===== config.mk =====
export PLATFORM = sky130hd
export DESIGN_NAME = key_debouncer
export DESIGN_NICKNAME = d
export VERILOG_FILES = /design/src/rtl/key_pkg.sv /design/src/rtl/sync2.sv /design/src/rtl/key_debouncer.sv
export SDC_FILE = /design/constraint.sdc
export NUM_CORES = 1
export LEC_CHECK = 0
export CAP_MARGIN = 20
export CELL_PAD_IN_SITES_DETAIL_PLACEMENT = 0
export CELL_PAD_IN_SITES_GLOBAL_PLACEMENT = 2
export CORE_UTILIZATION = 40
export DETAILED_ROUTE_END_ITERATION = 8
export HOLD_SLACK_MARGIN = 0.08
export PLACE_DENSITY = 0.9
export SLEW_MARGIN = 20
export SYNTH_ARGS = -nofsm -noshare
export SYNTH_HDL_FRONTEND = slang
export SYNTH_SLANG_ARGS = --single-unit

===== constraint.sdc =====
create_clock -name clk -period 4.4 [get_ports clk]
set_input_delay 0.44 -clock clk [delete_from_list [all_inputs] [get_ports clk]]
set_output_delay 0.44 -clock clk [all_outputs]
set_load 0.1 [all_outputs]

===== src/rtl/key_pkg.sv =====
// Key debouncer shared types and 50 MHz timing defaults.
package key_pkg;

    typedef enum logic [1:0] {
        IDLE         = 2'd0,
        PRESS_WAIT   = 2'd1,
        PRESSED      = 2'd2,
        RELEASE_WAIT = 2'd3
    } key_state_t;

    // 20 ms debounce, 500 ms to first repeat, 100 ms repeat period at 50 MHz
    localparam int DB_CYCLES_50M     = 1000000;
    localparam int HOLD_CYCLES_50M   = 25000000;
    localparam int REPEAT_CYCLES_50M = 5000000;

endpackage


===== src/rtl/sync2.sv =====
// Two-flop synchronizer for a single asynchronous level; resets to 0.
module sync2 (
    input  logic clk,
    input  logic rst_n,
    input  logic d,
    output logic q
);

    logic meta;

    // Two back-to-back flops to settle metastability on the async input
    always_ff @(posedge clk or negedge rst_n) begin
        if (!rst_n) begin
            meta <= 1'b0;
            q    <= 1'b0;
        end else begin
            meta <= d;
            q    <= meta;
        end
    end

endmodule


===== src/rtl/key_debouncer.sv =====
// Pushbutton debouncer with press/release strobes and optional auto-repeat.
// Optional feature macro: KEY_LONG_PRESS_EN (hold/repeat strobes on hold_pulse).
module key_debouncer
    import key_pkg::*;
#(
    parameter int DB_CYCLES     = DB_CYCLES_50M,
    parameter int HOLD_CYCLES   = HOLD_CYCLES_50M,
    parameter int REPEAT_CYCLES = REPEAT_CYCLES_50M
) (
    input  logic clk,
    input  logic rst_n,
    input  logic key_n,
    output logic pressed,
    output logic press_pulse,
    output logic release_pulse,
    output logic hold_pulse
);

    localparam int DB_W = $clog2(DB_CYCLES + 1);
    localparam logic [DB_W-1:0] DB_MAX = DB_W'(DB_CYCLES);

    key_state_t      state, state_next;
    logic [DB_W-1:0] db_cnt;
    logic            key_s;
    logic            db_done;
    logic            press_nxt, release_nxt;

    // Invert ahead of the synchronizer so its reset value of 0 means "not pressed";
    // a key held through reset then pays the full synchronizer latency again.
    sync2 u_sync (
        .clk   (clk),
        .rst_n (rst_n),
        .d     (~key_n),
        .q     (key_s)
    );

    assign db_done = (db_cnt == DB_MAX);

    // Next-state and strobe decode
    always_comb begin
        state_next  = state;
        press_nxt   = 1'b0;
        release_nxt = 1'b0;
        case (state)
            IDLE: begin
                if (key_s) state_next = PRESS_WAIT;
            end
            PRESS_WAIT: begin
                if (!key_s) begin
                    state_next = IDLE;
                end else if (db_done) begin
                    state_next = PRESSED;
                    press_nxt  = 1'b1;
                end
            end
            PRESSED: begin
                if (!key_s) state_next = RELEASE_WAIT;
            end
            RELEASE_WAIT: begin
                if (key_s) begin
                    state_next = PRESSED;
                end else if (db_done) begin
                    state_next  = IDLE;
                    release_nxt = 1'b1;
                end
            end
            default: state_next = IDLE;
        endcase
    end

    // State, debounce counter (cleared on any state change, saturating) and registered outputs
    always_ff @(posedge clk or negedge rst_n) begin
        if (!rst_n) begin
            state         <= IDLE;
            db_cnt        <= '0;
            pressed       <= 1'b0;
            press_pulse   <= 1'b0;
            release_pulse <= 1'b0;
        end else begin
            state <= state_next;
            if (state_next != state)
                db_cnt <= '0;
            else if (!db_done && (state == PRESS_WAIT || state == RELEASE_WAIT))
                db_cnt <= db_cnt + 1'b1;
            pressed       <= (state_next == PRESSED) || (state_next == RELEASE_WAIT);
            press_pulse   <= press_nxt;
            release_pulse <= release_nxt;
        end
    end

`ifdef KEY_LONG_PRESS_EN
    localparam int HOLD_W = $clog2(HOLD_CYCLES + 1);
    localparam int REP_W  = $clog2(REPEAT_CYCLES + 1);
    localparam logic [HOLD_W-1:0] HOLD_MAX  = HOLD_W'(HOLD_CYCLES);
    localparam logic [HOLD_W-1:0] HOLD_LAST = HOLD_W'(HOLD_CYCLES - 1);
    localparam logic [REP_W-1:0]  REP_LAST  = REP_W'(REPEAT_CYCLES - 1);

    logic [HOLD_W-1:0] hold_cnt;
    logic [REP_W-1:0]  rep_cnt;
    logic              hold_run;

    // Count only while staying in a held state; entry from PRESS_WAIT and any
    // move to IDLE both see hold_run low, so the count restarts on each press
    // and hold never coincides with press/release strobes.
    assign hold_run = ((state == PRESSED) || (state == RELEASE_WAIT)) && (state_next != IDLE);

    // First strobe at HOLD_CYCLES into the hold, then one every REPEAT_CYCLES
    always_ff @(posedge clk or negedge rst_n) begin
        if (!rst_n) begin
            hold_cnt   <= '0;
            rep_cnt    <= '0;
            hold_pulse <= 1'b0;
        end else if (!hold_run) begin
            hold_cnt   <= '0;
            rep_cnt    <= '0;
            hold_pulse <= 1'b0;
        end else if (hold_cnt != HOLD_MAX) begin
            hold_cnt   <= hold_cnt + 1'b1;
            hold_pulse <= (hold_cnt == HOLD_LAST);
        end else if (rep_cnt == REP_LAST) begin
            rep_cnt    <= '0;
            hold_pulse <= 1'b1;
        end else begin
            rep_cnt    <= rep_cnt + 1'b1;
            hold_pulse <= 1'b0;
        end
    end
`else
    assign hold_pulse = 1'b0;
`endif

endmodule


==> flow_summary.yaml <==
worst_hold_path:
  worst_hold_path_type: "reg2reg"
  hold_depth: 0
route:
  wl_per_cell_um: 16.0
  wl_um: 3260
  via_per_inst: 5.94
  ant_nets: 0
  via_count: 1212
  drc_errors: 0
  initialDrtViolationCount: 111
  dr.pass1.iters: 4
clock_network:
  worstSkewPairLatency_ns: 0.33
  postCtsSetupRepairBufs: 0
  cts_hold_buf: 0
  ctsResizeCount: 0
  clk_pin_slew_worst_paths_ns: 0.16
  clock_sink_count: 26
  clockBufferDepth: 2
  cts_buffers: 3
  cts_htree_levels: 1
  tritoncts: "built"
  root_buffer: "clkbuf_4"
sta:
  fin_ws_ns: 1.95
  finalSetupViolCount: 0
  relSlewSlack: 0.354
  grt_setup_unrepaired: "no"
  hold_viol: 0
  tns_ns: 0
  period_minus_slack_ns: 2.45
  maxSlewViolCount: 0
  timing.fmax_ghz: 0.407
  worstMarginPinSlew_ns: 0.966
  timing.final.crit_share: 0.558
  clock-skew-final_ns: 0.00461
power_and_ir_drop:
  p_per_area_nw_per_um2: 280
  leakage_nw: 0.658
  vdd_drop_max_uv: 174
synthesis:
  ys_ff_latch: 26
  async_flop_share: 1.00
  ys_warn_count: 0
  netlist_top_cells_count: "26 x dfrtp_1, 19 x nand2_1, 15 x nand3_1"
  synth_cell_types: 48
  synthMuxAreaShare: 0.00775
  synth_fa_ha_area_frac: 0.0172
  synth-seq-area-share: 0.448
  syn_area_per_cell_sq_um: 9.50
  synth_top_family_by_area: "simple AND/OR/NAND/NOR gates"
  synth_compound_area_frac: 0.178
  syn_area_sq_um: 1450
  synth_area_leaders: "dfrtp_1 45%, nand3_1 5.2%, nand2_1 4.9%"
  yosysTopAreaCell: "dfrtp_1"
  synthFlopType: "dfrtp_1"
  synth-simple-area-share: 0.285
  synth.most_common_cell: "dfrtp_1"
  synth_fp_nets: 158
  netlist.area_leader.share: 0.448
  syn_inst: 153
  synth-edff-count: 0
  synth_xor_area_frac: 0.0293
critical_path:
  crit_type: "reg2out"
  critPathCaptureType: "output port"
  rr_worst_depth: 4
  cp_max_fo: 6
  critPathBufInv: 1
  cpPeakStageDelay_ns: 1.18
  critical_path_cell_count: 1
  slowest_stage: "clkdlybuf4s50_1"
  cp.arrival_ns: 2.01
  cp_top_family: "buffers and inverters"
  crit_chain: "clkdlybuf4s50_1"
  cp_data_required_time_ns: 3.96
  cp-start-kind: "flip-flop"
place:
  dp_hpwl_um: 2320
  numPortBuffers: 5
  placed_cells: 200
  finalWeightedCongestion: 0.798
  post-place-ws_ns: 2.08
floorplanning:
  die_width_um: 62.3
  start_util: 0.426
  rows: 21
  die_area_sq_um: 3880
  die_y_um: 62.3
  io_pins: 7
  core_sq_um: 3420
grt:
  grt_max_degree: 27
  track_usage: 0.189
  antenna_found_initial: 0
  grt_overflow: 0
  first_global_vias: 1146
  grt_pass1_wl_um: 5820
finish:
  nets: 164
  antenna_cells: 0
  area_delta_synth_final_pct: 9.81
  postLayoutCoreUtil: 0.467
  nFillCells: 357
  stdcell_count: 204
  drive_gt1_frac: 0.0506
status:
  status: "completed"
flow_run:
  drv_cap: 0
## power breakdown
| group | internal, W | total (W) | switching (W) |
|---|---|---|---|
| clock network | 0.0000921 | 0.000173 | 0.0000810 |
| registers | 0.000242 | 0.000246 | 0.00000421 |
| logic | 0.00000617 | 0.0000276 | 0.0000214 |
## layer usage
metal  up-vias  routed length (um)  track usage
li1        584                   -            -
met1       604                1590        0.269
met2        22                1570        0.302
met3         2                  80       0.0239
met4         0                  19       0.0494
met5         -                   0            0
## area by class of cell
type	count	area [sq um]	area share
clock buffer	3	22.5	0.0141
sequential	26	651	0.408
clock inverter	1	30.0	0.0188
timing repair buffer	6	57.6	0.0361
tap	46	57.6	0.0361
inverter	6	22.5	0.0141
multi-input combinational	116	756	0.473
## per-stage QoR
stage          instance area (sq um)  power [W]  hold WS [ns]
2_1_floorplan                   1450   0.000267         0.144
3_3_place_gp                    1540   0.000278         0.357
3_5_place_dp                    1540   0.000279         0.352
4_1_cts                         1600   0.000448         0.387
5_1_grt                         1600   0.000462         0.397
6_report                        1600   0.000447         0.385
## final timing paths
| kind | startpoint | to | slack [ns] |
|---|---|---|---|
| worst min register to register | u_sync.meta | u_sync.q | 0.39 |
| min in group asynchronous | rst_n | db_cnt[4] | 0.45 |
| max in group asynchronous | rst_n | u_sync.q | 3.70 |
| worst min-delay path | u_sync.meta | u_sync.q | 0.39 |
| worst max register to register | pressed | db_cnt[16] | 2.06 |
| worst max-delay path | pressed | pressed | 1.95 |
## cells by family after synthesis
logic type / count (synthesis)
DFF: 26
buffers and inverters: 11
and+or+nand+nor: 74
AOI/OAI and AO/OA: 34
other: 1
xor gates and xnor gates: 4
muxes: 1
adders and majority gates: 2
## cells in the final DEF (no fill, tap or decap), types with 4 or more instances in the layout
cell type         n
and3_1            5
clkdlybuf4s50_1   5
dfrtp_1          26
inv_1             6
nand2_1          19
nand3_1          15
nand4_1           5
nor2_1            4
o21ai_0           5
o21ai_1           6
or3_1             5
## flip-flops by register name, indices dropped and copies added, names as in the netlist
signal / cells
u_sync.q: 1
release_pulse: 1
press_pulse: 1
db_cnt: 20
u_sync.meta: 1
pressed: 1
state: 1
No activity file was read; power rests on OpenSTA's default activity.
